<file path="config.mk">
export PLATFORM = sky130hd
export DESIGN_NAME = fft_bar_ram_writer_flat
export DESIGN_NICKNAME = d
export VERILOG_FILES = /design/src/rtl/fft_bar_ram_writer_if.sv /design/src/rtl/fft_bar_ram_writer.sv /design/src/flat_wrapper.sv
export SDC_FILE = /design/constraint.sdc
export NUM_CORES = 1
export LEC_CHECK = 0
export ABC_AREA = 1
export ABC_CLOCK_PERIOD_IN_PS = 4000
export CORE_ASPECT_RATIO = 1.1
export CORE_MARGIN = 4
export CORE_UTILIZATION = 50
export CTS_CLUSTER_DIAMETER = 30
export DETAILED_ROUTE_END_ITERATION = 10
export MAX_ROUTING_LAYER = met4
export PLACE_DENSITY = 0.81
export SYNTH_ARGS = -nofsm -noshare
export SYNTH_HDL_FRONTEND = slang
export SYNTH_SLANG_ARGS = --single-unit
</file>
<file path="constraint.sdc">
create_clock -name clk -period 4 [get_ports clk]
set_input_delay 0.8 -clock clk [delete_from_list [all_inputs] [get_ports clk]]
set_output_delay 0.8 -clock clk [all_outputs]
set_load 0.02 [all_outputs]
</file>
<file path="src/rtl/fft_bar_ram_writer_if.sv">
// Stream input, bar-RAM Avalon-MM master port and frame status of the bar RAM writer.
// The writer is the master; the bench or surrounding fabric connects through the slave view.
interface fft_bar_ram_writer_if;
  logic        in_valid;
  logic        in_ready;
  logic [15:0] in_data;
  logic        in_sop;
  logic        in_eop;
  logic [9:0]  ram_address;
  logic [3:0]  ram_byteenable;
  logic        ram_chipselect;
  logic        ram_write;
  logic [31:0] ram_writedata;
  logic [31:0] ram_readdata;
  logic        ram_clken;
  logic        bank_sel;
  logic        frame_done;
  logic [15:0] frame_count;
  logic        frame_err;

  modport master (
    input  in_valid, in_data, in_sop, in_eop, ram_readdata,
    output in_ready, ram_address, ram_byteenable, ram_chipselect, ram_write,
           ram_writedata, ram_clken, bank_sel, frame_done, frame_count, frame_err
  );

  modport slave (
    output in_valid, in_data, in_sop, in_eop, ram_readdata,
    input  in_ready, ram_address, ram_byteenable, ram_chipselect, ram_write,
           ram_writedata, ram_clken, bank_sel, frame_done, frame_count, frame_err
  );
endinterface

</file>
<file path="src/rtl/fft_bar_ram_writer.sv">
// Turns a stream of FFT magnitudes into peak-hold bar heights, reading the front bank
// and writing the back bank of a ping-pong bar RAM, swapping banks on each full frame.
module fft_bar_ram_writer #(
  parameter int NUM_BINS   = 512,
  parameter int MAG_SHIFT  = 4,
  parameter int MAX_HEIGHT = 479,
  parameter int DECAY      = 2
) (
  input  logic                 clk,
  input  logic                 reset,
  fft_bar_ram_writer_if.master bus
);

  localparam logic [9:0] LAST_IDX = 10'(NUM_BINS - 1);

  typedef enum logic [1:0] {IDLE, RD, CMP, WR} state_e;

  state_e      state_q;
  logic [15:0] data_q;
  logic        eop_q;
  logic [9:0]  idx_q;
  logic [9:0]  bin_idx_q;
  logic        in_frame_q;
  logic        bank_sel_q;
  logic        in_ready_q;
  logic        cs_q;
  logic        wr_q;
  logic [9:0]  addr_q;
  logic [15:0] wdata_q;
  logic        frame_done_q;
  logic [15:0] frame_count_q;
  logic        frame_err_q;

  logic [9:0]  next_bin_d;
  logic [9:0]  idx_d;
  logic        drop_d;
  logic [15:0] scaled_d;
  logic [15:0] decayed_d;
  logic [15:0] height_d;
  logic [15:0] unused_rd_hi;

  function automatic logic [15:0] sat_scale(input logic [15:0] mag);
    logic [15:0] s;
    s = mag >> MAG_SHIFT;
    return (s > 16'(MAX_HEIGHT)) ? 16'(MAX_HEIGHT) : s;
  endfunction

  function automatic logic [15:0] peak_decay(input logic [15:0] old);
    return (old >= 16'(DECAY)) ? old - 16'(DECAY) : 16'd0;
  endfunction

  // A non-sop sample needs an open frame and must still land inside the bank.
  always_comb begin
    next_bin_d = bin_idx_q + 10'd1;
    idx_d      = bus.in_sop ? 10'd0 : next_bin_d;
    drop_d     = !bus.in_sop && (!in_frame_q || (next_bin_d > LAST_IDX));
    scaled_d   = sat_scale(data_q);
    decayed_d  = peak_decay(bus.ram_readdata[15:0]);
    height_d   = (scaled_d > decayed_d) ? scaled_d : decayed_d;
  end

  assign unused_rd_hi = bus.ram_readdata[31:16];

  always_ff @(posedge clk) begin
    if (reset) begin
      state_q       <= IDLE;
      in_ready_q    <= 1'b0;
      cs_q          <= 1'b0;
      wr_q          <= 1'b0;
      addr_q        <= '0;
      wdata_q       <= '0;
      bank_sel_q    <= 1'b0;
      frame_done_q  <= 1'b0;
      frame_count_q <= '0;
      frame_err_q   <= 1'b0;
      bin_idx_q     <= '0;
      in_frame_q    <= 1'b0;
    end else begin
      frame_done_q <= 1'b0;
      unique case (state_q)
        // IDLE: accept one sample; dropped samples leave the FSM here
        IDLE: begin
          in_ready_q <= 1'b1;
          cs_q       <= 1'b0;
          wr_q       <= 1'b0;
          if (bus.in_valid && in_ready_q) begin
            if (drop_d) begin
              frame_err_q <= 1'b1;
            end else begin
              if (bus.in_sop && in_frame_q) frame_err_q <= 1'b1;
              data_q     <= bus.in_data;
              eop_q      <= bus.in_eop;
              idx_q      <= idx_d;
              bin_idx_q  <= idx_d;
              in_frame_q <= 1'b1;
              in_ready_q <= 1'b0;
              cs_q       <= 1'b1;
              addr_q     <= {bank_sel_q, idx_d[8:0]};
              state_q    <= RD;
            end
          end
        end
        // RD: front-bank read address is on the bus this cycle
        RD: begin
          cs_q    <= 1'b0;
          state_q <= CMP;
        end
        // CMP: previous height is on ram_readdata; form the new height
        CMP: begin
          cs_q    <= 1'b1;
          wr_q    <= 1'b1;
          addr_q  <= {~bank_sel_q, idx_q[8:0]};
          wdata_q <= height_d;
          state_q <= WR;
        end
        // WR: back-bank write strobe; close the frame on eop
        WR: begin
          cs_q       <= 1'b0;
          wr_q       <= 1'b0;
          in_ready_q <= 1'b1;
          state_q    <= IDLE;
          if (eop_q) begin
            in_frame_q <= 1'b0;
            if (idx_q == LAST_IDX) begin
              bank_sel_q    <= ~bank_sel_q;
              frame_done_q  <= 1'b1;
              frame_count_q <= frame_count_q + 16'd1;
            end else begin
              frame_err_q <= 1'b1;
            end
          end
        end
        default: state_q <= IDLE;
      endcase
    end
  end

  assign bus.in_ready       = in_ready_q;
  assign bus.ram_address    = addr_q;
  assign bus.ram_byteenable = 4'b1111;
  assign bus.ram_chipselect = cs_q;
  assign bus.ram_write      = wr_q;
  assign bus.ram_writedata  = {16'h0000, wdata_q};
  assign bus.ram_clken      = 1'b1;
  assign bus.bank_sel       = bank_sel_q;
  assign bus.frame_done     = frame_done_q;
  assign bus.frame_count    = frame_count_q;
  assign bus.frame_err      = frame_err_q;

endmodule

</file>
<file path="src/flat_wrapper.sv">
// flat-port wrapper written by rule: the top's interface ports become plain ports
module fft_bar_ram_writer_flat 
#(
  parameter int NUM_BINS   = 512,
  parameter int MAG_SHIFT  = 4,
  parameter int MAX_HEIGHT = 479,
  parameter int DECAY      = 2
)
  (clk, reset, bus_in_valid, bus_in_data, bus_in_sop, bus_in_eop, bus_ram_readdata, bus_in_ready, bus_ram_address, bus_ram_byteenable, bus_ram_chipselect, bus_ram_write, bus_ram_writedata, bus_ram_clken, bus_bank_sel, bus_frame_done, bus_frame_count, bus_frame_err);
  fft_bar_ram_writer_if bus_i ();
  input  logic clk;
  input  logic reset;
  input wire logic [$bits(bus_i.in_valid)-1:0] bus_in_valid;
  input wire logic [$bits(bus_i.in_data)-1:0] bus_in_data;
  input wire logic [$bits(bus_i.in_sop)-1:0] bus_in_sop;
  input wire logic [$bits(bus_i.in_eop)-1:0] bus_in_eop;
  input wire logic [$bits(bus_i.ram_readdata)-1:0] bus_ram_readdata;
  output wire logic [$bits(bus_i.in_ready)-1:0] bus_in_ready;
  output wire logic [$bits(bus_i.ram_address)-1:0] bus_ram_address;
  output wire logic [$bits(bus_i.ram_byteenable)-1:0] bus_ram_byteenable;
  output wire logic [$bits(bus_i.ram_chipselect)-1:0] bus_ram_chipselect;
  output wire logic [$bits(bus_i.ram_write)-1:0] bus_ram_write;
  output wire logic [$bits(bus_i.ram_writedata)-1:0] bus_ram_writedata;
  output wire logic [$bits(bus_i.ram_clken)-1:0] bus_ram_clken;
  output wire logic [$bits(bus_i.bank_sel)-1:0] bus_bank_sel;
  output wire logic [$bits(bus_i.frame_done)-1:0] bus_frame_done;
  output wire logic [$bits(bus_i.frame_count)-1:0] bus_frame_count;
  output wire logic [$bits(bus_i.frame_err)-1:0] bus_frame_err;
  assign bus_i.in_valid = bus_in_valid;
  assign bus_i.in_data = bus_in_data;
  assign bus_i.in_sop = bus_in_sop;
  assign bus_i.in_eop = bus_in_eop;
  assign bus_i.ram_readdata = bus_ram_readdata;
  assign bus_in_ready = bus_i.in_ready;
  assign bus_ram_address = bus_i.ram_address;
  assign bus_ram_byteenable = bus_i.ram_byteenable;
  assign bus_ram_chipselect = bus_i.ram_chipselect;
  assign bus_ram_write = bus_i.ram_write;
  assign bus_ram_writedata = bus_i.ram_writedata;
  assign bus_ram_clken = bus_i.ram_clken;
  assign bus_bank_sel = bus_i.bank_sel;
  assign bus_frame_done = bus_i.frame_done;
  assign bus_frame_count = bus_i.frame_count;
  assign bus_frame_err = bus_i.frame_err;
  fft_bar_ram_writer #(.NUM_BINS(NUM_BINS), .MAG_SHIFT(MAG_SHIFT), .MAX_HEIGHT(MAX_HEIGHT), .DECAY(DECAY)) u_core (.clk(clk), .reset(reset), .bus(bus_i));
endmodule
</file>
; Word level (Yosys, flattened, before mapping)
; Index checks and enable logic that the tools add are counted.
; Widths: inputs -> output; s select.
[classes]
n_reduce_logical = 20
n_eq_ne = 9
add_sub_neg = 3
bitwise = 5
muxes = 28
order_cmp = 4
[op_table]
columns = cell, n
row1 = $mux 16, 2
row2 = $mux 10, 3
row3 = $pmux 10 s2, 1
row4 = $add 16x1->16 const B, 1
row5 = $ge 16x2->1 const B, 1
row6 = $gt 16x16->1, 1
row7 = $sub 16x2->16 const B, 1
row8 = $mux 1, 13
row9 = $gt 12x9->1 const B, 1
row10 = $mux 12, 1
row11 = $add 10x1->10 const B, 1
row12 = $eq 10x9->1 const B, 1
row13 = $gt 10x9->1 const B, 1
row14 = $reduce_and 3->1, 3
row15 = $pmux 1 s2, 4
row16 = $pmux 2 s4, 1
row17 = $reduce_and 4->1, 2
row18 = $reduce_bool 2->1, 3
row19 = $not 1->1, 5
row20 = $reduce_and 5->1, 1
row21 = $eq 2x2->1 const B, 2
row22 = $mux 2, 2
row23 = $ne 2x1->1 const B, 2
row24 = $ne 2x2->1 const B, 2
row25 = 10 further kinds, 14
[word_totals]
out_inout_bits = 69
reg_bits = 88
in_bits = 53
wordCells = 84

; Longest topological paths before layout
[depth]
depth_word = 7
depth_mapped = 23
mapped_depth_nobuf = 21

; Least setup slack after synthesis
; No wires, ideal clock.
[synth_path]
kind = in2reg
from = input bus_ram_readdata[3]
to = register u_core.wdata_q[2]
setup_slack_ps = 1110
required_ps = 3865
t_arrival_ps = 2754
path_buffers = 2
stages = 19
setup_ps = 135
path_cell_list = inv_1 -> nand3_2 -> nor2_2 -> nand2_2 -> clkbuf_1 -> nand2_1 -> ha_1 -> nand2_1 -> nor2_1 -> nand2_1 -> nand2_1 -> nand2_1 -> nand2_1 -> nand3_2 -> nor2_4 -> buf_6 -> nand2_1 -> nand3_1 -> a21oi_1
[synth_between]
elab_chain_len = 4
word_cells_on_any_way = 5
classes_between = add/sub: 1 / order compare: 2 / mux: 2
[synth_lines]
columns = element, line_no
row1 = from (decl), flat_wrapper.sv:17  ; input wire logic [$bits(bus_i.ram_readdata)-1:0] bus_ram_readdata;
row2 = $sub 16x2->16 or $ge 16x2->1 (tied branches), fft_bar_ram_writer.sv:49  ; return (old >= 16'(DECAY)) ? old - 16'(DECAY) : 16'd0;
row3 = $mux 16 *, fft_bar_ram_writer.sv:49
row4 = $gt 16x16->1, fft_bar_ram_writer.sv:59  ; height_d = (scaled_d > decayed_d) ? scaled_d : decayed_d;
row5 = $mux 16 *, fft_bar_ram_writer.sv:59
row6 = to (signal assigned), fft_bar_ram_writer.sv:113  ; wdata_q <= height_d;
row7 = to (decl), fft_bar_ram_writer.sv:29  ; logic [15:0] wdata_q;
; Every way passes the cells marked *; elsewhere a longest branch is shown, timed or not.
; A chain may end at the register's enable or synchronous reset.

; Worst setup path in the final report
[layout_path]
from = input bus_ram_readdata[1]
to = register u_core.wdata_q[2]
; The elaborated chain is that of the path after synthesis.

==> Flow_metrics.wiki <==
{| class="wikitable"
! Metric !! Value
|-
| Clock-pin slew of the registers on the worst-case setup and hold paths || 0.08 ns
|-
| Max-capacitance violation count || 0
|-
| Pre-CTS setup slack || 0.283 ns
|-
| Startpoint of the most critical setup path || bus_ram_readdata[1]
|-
| Post-Syn Instances || about 660
|-
| Worst Path Max Fanout || 12
|-
| Vertical die dimension || 111 um
|-
| Per-instance average area after synthesis || 7.39 um^2
|-
| Final net count || 806
|-
| Post-CTS Setup Inserts || 0
|-
| Deepest clock path buffer count || 2
|-
| Net switching power || approximately 830 uW
|-
| WP data arrival || ~3.6 ns
|-
| Pleak || between 0.002 and 0.0025 uW
|-
| Hold crit path type || reg2reg
|-
| Maximum number of pins on one net before global-route repair || 38
|-
| Worst-case register-to-register setup slack || 1.27 ns
|-
| Setup violation total in the final timing report || 0
|-
| Switching part of the total || 35.3%
|-
| Initial standard-cell utilization of the core || about half
|-
| Area of the die || 0.0113 mm^2
|-
| Worst Hold Slack || 0.455 ns
|-
| Cell with the most instances after synthesis || sky130_fd_sc_hd__nand2_1
|-
| Most area-hungry cell type in the Yosys netlist || sky130_fd_sc_hd__dfxtp_1
|-
| Count of flip-flops with a built-in enable after synthesis || 23
|-
| Via total after detailed routing || 4514
|-
| Skew-Pair Late Insertion Delay || roughly 0.36 ns
|-
| Overall routing resource usage || 21.2%
|-
| Post-layout utilization of the core || 61.9%
|-
| Result of the run || finished clean
|-
| List of most frequent post-synthesis cells || 141 x sky130_fd_sc_hd__nand2_1, 75 x sky130_fd_sc_hd__nor2_1, 70 x sky130_fd_sc_hd__inv_1
|-
| Port buffer count || 80
|-
| Count of unresolved DRC violations after routing || 0
|-
| Cell Area, Synth || between 0.004 and 0.005 mm^2
|-
| Post-cts resize count || 0
|-
| Clock Power Share || 23.9%
|-
| Via count of the first global-routing pass || 4298
|-
| Count of unique library cells instantiated by Yosys || 37
|-
| Kind of end point of the critical path || register
|-
| Top flip-flop cell by instance count after synthesis || sky130_fd_sc_hd__dfxtp_1
|-
| Hold bufs inserted after CTS || 0
|-
| Number of antenna cells inserted || 0
|-
| Max Clock Skew || 0.0140 ns
|-
| Reg2reg end || u_core.wdata_q[2]$_SDFFE_PP0P_
|-
| Launch instance of the worst register-to-register path || u_core.data_q[15]$_DFFE_PP_
|-
| Drt initial violations || 303
|-
| Number of core rows || 37
|-
| Cell at the root of the clock tree || sky130_fd_sc_hd__clkbuf_8
|-
| Count of endpoints failing hold in the final timing report || 0
|-
| Routing usage on met3 || 3.52%
|-
| Total detailed-routing wirelength || 11.4 mm
|-
| Number of warning messages in the yosys log || 0
|-
| Power, Total || between 2000 and 2500 uW
|-
| Via density per instance || 5.29
|-
| Share of power burned in registers || a little over two fifths
|-
| Met2 Resource Use GR || 34.6%
|-
| Top-area cell type share of the netlist area || between 20% and 30%
|-
| Fmax achieved || about 0.29 GHz
|-
| Router iterations before antenna repair || 5
|-
| Req. time, crit path || between 4 and 5 ns
|-
| Largest voltage drop on the vdd net || 0.198 mV
|-
| Setup repair after global routing missed its margin || no
|-
| Avg WL per Cell || 13.4 um
|-
| Final Slew Violations || 0
|-
| FFs w/ async S/R, synth || 0%
|-
| Register bit count reported by yosys || 84
|-
| Logic depth of the worst register-to-register path || 16
|-
| Internal || between 1500 and 2000 uW
|-
| Least setup slack across all paths after layout || a little under 0.6 ns
|-
| Critical Path Start Type || primary input
|-
| Pwr dens || 403 mW/mm^2
|-
| Global-route wire length before repair || 19.1 mm
|-
| Antenna violations before repair || 0
|-
| Rel. slew slack || 36.6%
|-
| Remaining antenna violation count || 0
|-
| Post-synthesis sequential area ratio || 39.5%
|-
| Number of ports placed on the die boundary || 122
|-
| Combinational share of power || 32.5%
|-
| H-tree Lvls || 3
|-
| Least-Margin Pin Slew || 0.946 ns
|-
| Top Usage Layer GRT || met2
|-
| Min cycle time layout || about 3.4 ns
|-
| Total negative slack for setup checks || 0 ns
|-
| Core outline area || 0.00940 mm^2
|-
| Proportion of layout cells with a drive suffix above 1 || 6.65%
|-
| Clk sink count || 84
|-
| Area Growth Syn to Fin || 20.1%
|-
| Area contributors post-synth || sky130_fd_sc_hd__dfxtp_1 25%, sky130_fd_sc_hd__edfxtp_1 14%, sky130_fd_sc_hd__nand2_1 11%
|-
| Die Wd || 102 um
|-
| Portion of the clock cycle consumed by the worst path in the final layout || 85.2%
|-
| Post-detailed-placement half-perimeter wirelength || roughly 8.5 mm
|-
| Clock tree from TritonCTS || yes
|-
| Termination of the worst setup path || u_core.wdata_q[2]$_SDFFE_PP0P_
|-
| Global routing usage on met1 || 26.1%
|-
| Routability Congestion || approximately 0.93
|-
| WS Path Type || in2reg
|-
| Remaining global-route overflow || 0
|-
| Number of buffers created by CTS || 9
|}
-- worst min path at each step --
stage | start | to | depth (start not counted)
final | u_core.bus.frame_err$_SDFFE_PP0P_ | u_core.bus.frame_err$_SDFFE_PP0P_ | 2
after global routing | u_core.bus.frame_err$_SDFFE_PP0P_ | u_core.bus.frame_err$_SDFFE_PP0P_ | 2
after CTS | u_core.bus.frame_err$_SDFFE_PP0P_ | u_core.bus.frame_err$_SDFFE_PP0P_ | 2
after detailed placement | u_core.bus.frame_err$_SDFFE_PP0P_ | u_core.bus.frame_err$_SDFFE_PP0P_ | 2
after global placement | u_core.bus.frame_err$_SDFFE_PP0P_ | u_core.bus.frame_err$_SDFFE_PP0P_ | 2
after floorplan | u_core.bin_idx_q[5]$_SDFFE_PP0P_ | u_core.bin_idx_q[5]$_SDFFE_PP0P_ | 2
-- through the flow --
| step | instance area, um^2 | std cells |
|---|---|---|
| after floorplan | 4930 | 678 |
| after global placement | 5640 | 838 |
| after detailed placement | 5640 | 838 |
| after CTS | 5820 | 854 |
| after global routing | 5820 | 854 |
| final | 5820 | 854 |
-- cell families after synthesis --
group                    after synthesis  share of synthesized area (%)
AND/OR/NAND/NOR                      339                           32.3
buffers and inverters                113                           11.0
AO/OA/AOI/OAI                         85                           9.50
flip-flops                            84                           39.5
adder cells (fa/ha/maj)               21                           5.42
XOR/XNOR                              12                           2.17
other                                  2                          0.155
-- state kept, by name, indices dropped and copies added (netlist names), 2 cells and up --
register                flops
u_core.bin_idx_q           10
u_core.data_q              12
u_core.idx_q               10
u_core.bus.frame_count     16
u_core.state_q              2
u_core.bus.ram_address     10
u_core.wdata_q             16
-- cell usage in the layout (no fill, tap or decap), drive strengths merged, types with 3 or more instances in the layout --
master and count:
clkdlybuf4s50 80, nand2 149, xor2 10, conb 24
buf 3, inv 70, o21ai 33, nor3 9
clkbuf 14, dfxtp 61, a21oi 47, nor4 5
nor2 83, nand3 58, ha 21, edfxtp 23
nand4 27, or2 5, clkinv 4
-- metal layers --
layer / part of all wire [%] / routed length, um
met2: 50 / 5730
met4: 1.8 / 204
met5: 0 / 0
met3: 6.0 / 684
met1: 42 / 4830
-- power by group through the flow --
stage	sequential, uW	clock, uW	combinational (uW)
6_report	1020	559	760
3_5_place_dp	1040	0	756
2_1_floorplan	1110	0	447
3_3_place_gp	1040	0	737
4_1_cts	1020	570	760
5_1_grt	1040	610	843
-- critical path: stages --
cell,delay [ns]
sky130_fd_sc_hd__clkdlybuf4s50_1,0.40
sky130_fd_sc_hd__inv_1,0.10
sky130_fd_sc_hd__ha_1,0.19
sky130_fd_sc_hd__nand2_1,0.08
sky130_fd_sc_hd__nor2_1,0.26
sky130_fd_sc_hd__inv_1,0.10
sky130_fd_sc_hd__nand2_1,0.07
sky130_fd_sc_hd__nand3_1,0.11
sky130_fd_sc_hd__ha_1,0.33
sky130_fd_sc_hd__nand2_1,0.05
sky130_fd_sc_hd__nor2_1,0.13
sky130_fd_sc_hd__nand2_1,0.07
sky130_fd_sc_hd__nand2_1,0.06
sky130_fd_sc_hd__nand2_1,0.04
sky130_fd_sc_hd__nand2_1,0.07
sky130_fd_sc_hd__nand3_2,0.20
sky130_fd_sc_hd__nor2_4,0.32
sky130_fd_sc_hd__nand2_1,0.08
sky130_fd_sc_hd__nand3_1,0.09
sky130_fd_sc_hd__a21oi_1,0.07
-- area by class of cell --
class | instances | area, um^2
flip-flops and latches | 84 | 1910
clock buffers | 14 | 163
repair buffers | 83 | 823
inverters | 73 | 274
clock inverters | 2 | 12.5
well taps | 117 | 146
fillers | 826 | 3580
multi-input cells | 481 | 2490
No activity file was read; power rests on OpenSTA's default activity.
